[config.mk]
export PLATFORM = sky130hd
export DESIGN_NAME = uart_modem_ctrl
export DESIGN_NICKNAME = d
export VERILOG_FILES = /design/src/rtl/uart_modem_pkg.sv /design/src/rtl/uart_sync_bit.sv /design/src/rtl/uart_modem_ctrl.sv
export SDC_FILE = /design/constraint.sdc
export NUM_CORES = 1
export LEC_CHECK = 0
export CAP_MARGIN = 0
export CORE_MARGIN = 3
export CORE_UTILIZATION = 40
export DETAILED_ROUTE_END_ITERATION = 7
export PLACE_DENSITY = 0.82
export SYNTH_ARGS = -nofsm -noshare
export SYNTH_HDL_FRONTEND = slang
export SYNTH_SLANG_ARGS = --single-unit
export TNS_END_PERCENT = 5
[constraint.sdc]
create_clock -name PCLK -period 1.6 [get_ports PCLK]
set_input_delay 0.48 -clock PCLK [delete_from_list [all_inputs] [get_ports PCLK]]
set_output_delay 0.48 -clock PCLK [all_outputs]
set_load 0.05 [all_outputs]
[src/rtl/uart_modem_pkg.sv]
// Shared bit positions and packed register layouts for the UART modem control/status block.
package uart_modem_pkg;

  localparam int unsigned MCR_W = 5;
  localparam int unsigned MSR_W = 8;

  localparam int unsigned MCR_DTR  = 0;
  localparam int unsigned MCR_RTS  = 1;
  localparam int unsigned MCR_OUT1 = 2;
  localparam int unsigned MCR_OUT2 = 3;
  localparam int unsigned MCR_LOOP = 4;

  localparam int unsigned MSR_DCTS = 0;
  localparam int unsigned MSR_DDSR = 1;
  localparam int unsigned MSR_TERI = 2;
  localparam int unsigned MSR_DDCD = 3;
  localparam int unsigned MSR_CTS  = 4;
  localparam int unsigned MSR_DSR  = 5;
  localparam int unsigned MSR_RI   = 6;
  localparam int unsigned MSR_DCD  = 7;

  typedef struct packed {
    logic loop;
    logic out2;
    logic out1;
    logic rts;
    logic dtr;
  } mcr_t;

  typedef struct packed {
    logic dcd;
    logic ri;
    logic dsr;
    logic cts;
    logic ddcd;
    logic teri;
    logic ddsr;
    logic dcts;
  } msr_t;

endpackage

[src/rtl/uart_sync_bit.sv]
// Single-bit multi-flop synchroniser with a configurable reset value.
module uart_sync_bit #(
  parameter int unsigned STAGES  = 2,
  parameter logic        RST_VAL = 1'b1
) (
  input  logic clk,
  input  logic rst_n,
  input  logic d_i,
  output logic q_o
);

  logic [STAGES-1:0] sync_q;
  logic [STAGES-1:0] sync_d;

  // Shift the raw input into the bottom of the chain.
  always_comb begin
    sync_d = {sync_q[STAGES-2:0], d_i};
  end

  // Chain register; resets to the pad idle level.
  always_ff @(posedge clk or negedge rst_n) begin
    if (!rst_n) sync_q <= {STAGES{RST_VAL}};
    else        sync_q <= sync_d;
  end

  assign q_o = sync_q[STAGES-1];

endmodule

[src/rtl/uart_modem_ctrl.sv]
// UART modem control/status: pad synchronisers, MCR, loopback mux, 16550-style MSR and interrupt.
module uart_modem_ctrl
  import uart_modem_pkg::*;
#(
  parameter int unsigned SYNC_STAGES = 2
) (
  input  logic             PCLK,
  input  logic             PRESETn,
  input  logic             mcr_wr,
  input  logic [MCR_W-1:0] mcr_wdata,
  input  logic             msr_rd,
  input  logic             ier_ms,
  input  logic             cts_pad_i,
  input  logic             dsr_pad_i,
  input  logic             ri_pad_i,
  input  logic             dcd_pad_i,
  output logic             rts_pad_o,
  output logic             dtr_pad_o,
  output logic [MCR_W-1:0] mcr,
  output logic [MSR_W-1:0] msr,
  output logic             modem_int
);

  logic s_cts, s_dsr, s_ri, s_dcd;
  logic mi_cts, mi_dsr, mi_ri, mi_dcd;

  mcr_t mcr_q, mcr_d;
  msr_t msr_q, msr_d;
  logic rts_q, rts_d;
  logic dtr_q, dtr_d;

  uart_sync_bit #(.STAGES(SYNC_STAGES), .RST_VAL(1'b1)) u_sync_cts (
    .clk(PCLK), .rst_n(PRESETn), .d_i(cts_pad_i), .q_o(s_cts)
  );
  uart_sync_bit #(.STAGES(SYNC_STAGES), .RST_VAL(1'b1)) u_sync_dsr (
    .clk(PCLK), .rst_n(PRESETn), .d_i(dsr_pad_i), .q_o(s_dsr)
  );
  uart_sync_bit #(.STAGES(SYNC_STAGES), .RST_VAL(1'b1)) u_sync_ri (
    .clk(PCLK), .rst_n(PRESETn), .d_i(ri_pad_i), .q_o(s_ri)
  );
  uart_sync_bit #(.STAGES(SYNC_STAGES), .RST_VAL(1'b1)) u_sync_dcd (
    .clk(PCLK), .rst_n(PRESETn), .d_i(dcd_pad_i), .q_o(s_dcd)
  );

  // MCR load and pad-output next values; pad outputs are derived from the next MCR
  // so they leave their own flops in step with mcr and cannot glitch.
  always_comb begin
    mcr_d = mcr_q;
    if (mcr_wr) mcr_d = mcr_t'(mcr_wdata);
    rts_d = mcr_d.rts & ~mcr_d.loop;
    dtr_d = mcr_d.dtr & ~mcr_d.loop;
  end

  // Modem inputs (1 = asserted): MCR bits in loopback, inverted synchronised pads otherwise.
  always_comb begin
    if (mcr_q.loop) begin
      mi_cts = mcr_q.rts;
      mi_dsr = mcr_q.dtr;
      mi_ri  = mcr_q.out1;
      mi_dcd = mcr_q.out2;
    end else begin
      mi_cts = ~s_cts;
      mi_dsr = ~s_dsr;
      mi_ri  = ~s_ri;
      mi_dcd = ~s_dcd;
    end
  end

  // MSR status tracks mi_x every cycle; deltas are sticky, cleared by a read, and a new
  // change in the same cycle as the read wins over the clear.
  always_comb begin
    msr_d = msr_q;
    if (msr_rd) begin
      msr_d.dcts = 1'b0;
      msr_d.ddsr = 1'b0;
      msr_d.teri = 1'b0;
      msr_d.ddcd = 1'b0;
    end
    if (mi_cts != msr_q.cts)     msr_d.dcts = 1'b1;
    if (mi_dsr != msr_q.dsr)     msr_d.ddsr = 1'b1;
    if (msr_q.ri && !mi_ri)      msr_d.teri = 1'b1;
    if (mi_dcd != msr_q.dcd)     msr_d.ddcd = 1'b1;
    msr_d.cts = mi_cts;
    msr_d.dsr = mi_dsr;
    msr_d.ri  = mi_ri;
    msr_d.dcd = mi_dcd;
  end

  // Register bank.
  always_ff @(posedge PCLK or negedge PRESETn) begin
    if (!PRESETn) begin
      mcr_q <= '0;
      msr_q <= '0;
      rts_q <= 1'b0;
      dtr_q <= 1'b0;
    end else begin
      mcr_q <= mcr_d;
      msr_q <= msr_d;
      rts_q <= rts_d;
      dtr_q <= dtr_d;
    end
  end

  assign mcr       = mcr_q;
  assign msr       = msr_q;
  assign rts_pad_o = rts_q;
  assign dtr_pad_o = dtr_q;
  assign modem_int = ier_ms & (msr_q.dcts | msr_q.ddsr | msr_q.teri | msr_q.ddcd);

endmodule

==> metrics.log <==
INFO  metric status = complete, but fails checks
INFO  metric failed_checks = negative setup slack
INFO  metric fin_nets = 112
INFO  metric route.detailed.vias_per_inst = 4.57
INFO  metric finalWorstSetupSlack = -280 ps
INFO  metric cell_internal_pwr = 0.00104 W
INFO  metric grt_pass1_wl = 2770 um
INFO  metric ioPinCount = 30
INFO  metric crit_type = reg2out
INFO  metric post_synthesis_cell_area = 847 um2
INFO  metric synth_sequential_area_ratio = 0.691
INFO  metric tritoncts_buffer_count = 3
INFO  metric multi_input_comb_area = 244 um2
INFO  metric netsw = 0.000533 W
INFO  metric synth.ff_latch_count = 23
INFO  metric dp_hpwl = 1300 um
INFO  metric post_synthesis_cells = 62
INFO  metric layout.cells.most_common_list = 16 x sky130_fd_sc_hd__buf_12, 13 x sky130_fd_sc_hd__clkdlybuf4s50_1, 11 x sky130_fd_sc_hd__dfrtp_1
INFO  metric antenna_cells = 0
INFO  metric unrepaired_setup_endpoints_after_global_routing = yes
INFO  metric clock-root-buffer = sky130_fd_sc_hd__clkbuf_4
INFO  metric ant_nets = 0
INFO  metric antenna_found_initial = 0
INFO  metric die_y = 52.0 um
INFO  metric grt_pass1_vias = 615
INFO  metric timing.hold.ws = 361 ps
INFO  metric cts_buffer_depth = 2
INFO  metric timing.max_slew.rel_slack = 0.800
INFO  metric core-area = 0.00198 mm2
INFO  metric period_minus_slack = 1880 ps
INFO  metric tritoncts = built
INFO  metric detailedRoute.firstIterationViolations = 6
INFO  metric setup.worst_path.start_class = register
INFO  metric timing.critical_path.required = 1120 ps
INFO  metric power.sequential.fraction = 0.461
INFO  metric routabilityCongestion = 0.677
INFO  metric peakVddDrop = 781 uV
INFO  metric grt_use_total = 0.141
INFO  metric floorplan.die.width = 52.0 um
INFO  metric synth_area_per_cell = 13.7 um2
INFO  metric buffer_ports.inserted = 29
INFO  metric netSwitchingFraction = 0.338
INFO  metric area_delta_synth_final = 64.1%
INFO  metric drt-total-wl = 1660 um
INFO  metric max_clock_freq = 0.532 GHz
INFO  metric clock-skew-final = 5.70 ps
INFO  metric clkLatencyLatePin = 310 ps
INFO  metric mostFrequentLayoutCell = sky130_fd_sc_hd__buf_12
INFO  metric pwr-share-comb = 0.368
INFO  metric standby_leakage_power = 0.596 nW
INFO  metric global_route.overflow_total = 0
INFO  metric design.die.area = 0.00271 mm2
INFO  metric drt-wirelength-per-cell = 13.4 um
INFO  metric synth-warning-count = 0
INFO  metric place_worst_setup_slack = -183 ps
INFO  metric worst_setup_hold_path_clk_slew = 130 ps
INFO  metric setup_total_negative_slack = -280 ps
INFO  metric initial_utilization = 0.427
INFO  metric postLayoutCoreUtil = 0.701
INFO  metric route.detailed.drc = 0
INFO  metric period_utilization_post_route = 1.17
INFO  metric seq_area = 591 um2
INFO  metric largest_net_degree_at_the_start_of_global_routing = 24
INFO  metric finalSetupViolations = 1
INFO  metric drive_above_1_share = 0.412
INFO  metric pwr-share-clk = 0.171
INFO  metric timing.final.max_slew_violations = 0
INFO  metric htree_levels = 1
INFO  metric rows = 16
INFO  metric worstPathMaxFanout = 2
INFO  metric worstHoldPathType = reg2reg
INFO  metric worstSetupEndpointType = output pin
INFO  metric timing.max_cap.violations = 0
INFO  metric fillerInstances = 145
INFO  metric cts_num_sinks = 23
INFO  metric via_count = 567
INFO  metric pwr_density_cell = 1130 mW/mm2
INFO  metric dr.pass1.iters = 4
INFO  metric synth_nets = 76
INFO  metric holdBufCountCts = 0
INFO  metric worst-endpoint-arrival = 1400 ps
INFO  metric hold_viol_final = 0
INFO  metric netlist-cell-type-count = 17
INFO  metric worst_pin_slew = 300 ps
==> through the flow <==
stage,std cells,cell area (um2),total power [W]
global placement,119,1350,0.00130
CTS,124,1390,0.00159
floorplan,62,861,0.000984
global route,124,1390,0.00164
finish,124,1390,0.00158
detailed placement,119,1350,0.00131
==> registers in the layout, indices dropped and copies added, names as in the netlist <==
register	cells
mcr	5
msr	8
u_sync_dsr.sync_q	2
u_sync_ri.sync_q	2
dtr_pad_o	1
u_sync_cts.sync_q	2
u_sync_dcd.sync_q	2
rts_pad_o	1
==> per-layer routing <==
metal  track usage  vias up  wire (um)
met3        0.0229        2        115
met5             0        -          0
met1         0.164      266        635
met2         0.255       24        902
met4        0.0524        0          9
li1              -      275          -
==> cells by family (layout without fill, tap and decap cells) <==
family,after synthesis,after routing,share of synthesized area
buffers and inverters,5,40,0.0325
AO/OA/AOI/OAI,8,8,0.0650
multiplexers,8,8,0.105
flip-flops,23,23,0.691
AND/OR/NAND/NOR,18,18,0.106
==> critical path, stage by stage, from the launching register on <==
cell and delay [ps]:
sky130_fd_sc_hd__dfrtp_2 430, sky130_fd_sc_hd__o41a_4 510, sky130_fd_sc_hd__buf_12 160
==> power by group through the flow <==
| stage | Clock [W] | Sequential (W) | Combinational, W |
|---|---|---|---|
| after floorplan | 0 | 0.000883 | 0.000101 |
| after global placement | 0 | 0.000738 | 0.000560 |
| after detailed placement | 0 | 0.000742 | 0.000570 |
| after CTS | 0.000273 | 0.000729 | 0.000585 |
| after global routing | 0.000302 | 0.000737 | 0.000605 |
| final | 0.000270 | 0.000727 | 0.000579 |
==> final timing paths <==
path	from	to	slack [ps]	cells after the start
max in group asynchronous	PRESETn	u_sync_cts.sync_q[0]	830	2
setup / recovery	msr[1]	modem_int	-280	2
min in group asynchronous	PRESETn	msr[6]	500	2
setup reg to reg	mcr[4]	msr[3]	500	2
hold / removal	u_sync_cts.sync_q[0]	u_sync_cts.sync_q[1]	360	0
hold reg to reg	u_sync_cts.sync_q[0]	u_sync_cts.sync_q[1]	360	0
==> cell type report <==
cell class / count / area share
timing repair buffer: 33 / 0.346
tap: 27 / 0.0243
multi-input combinational: 34 / 0.176
inverter: 3 / 0.00810
sequential: 23 / 0.425
clock buffer: 3 / 0.0162
clock inverter: 1 / 0.00540
==> synth_stat cells <==
library cell	n	area [um2]
sky130_fd_sc_hd__inv_1	3	11.3
sky130_fd_sc_hd__mux2i_2	1	13.8
sky130_fd_sc_hd__o21ai_2	2	17.5
sky130_fd_sc_hd__buf_6	1	11.3
sky130_fd_sc_hd__nor2_1	3	11.3
sky130_fd_sc_hd__mux2_1	4	45.0
sky130_fd_sc_hd__buf_2	1	5.00
sky130_fd_sc_hd__dfstp_2	8	210
sky130_fd_sc_hd__o41a_1	1	11.3
sky130_fd_sc_hd__dfrtp_1	15	375
sky130_fd_sc_hd__nand2_1	6	22.5
sky130_fd_sc_hd__o21ai_0	1	5.00
sky130_fd_sc_hd__mux2i_1	3	30.0
sky130_fd_sc_hd__nor2b_1	7	43.8
sky130_fd_sc_hd__nand2b_1	2	12.5
sky130_fd_sc_hd__o22ai_1	1	6.26
sky130_fd_sc_hd__o21ai_1	3	15.0
==> timing repair <==
item,4_1_cts,5_1_grt
buffers inserted,1,0
resized for setup,1,0
pin swaps,0,0
endpoints found under the setup margin,2,1
(Power assumes the default switching activity.)
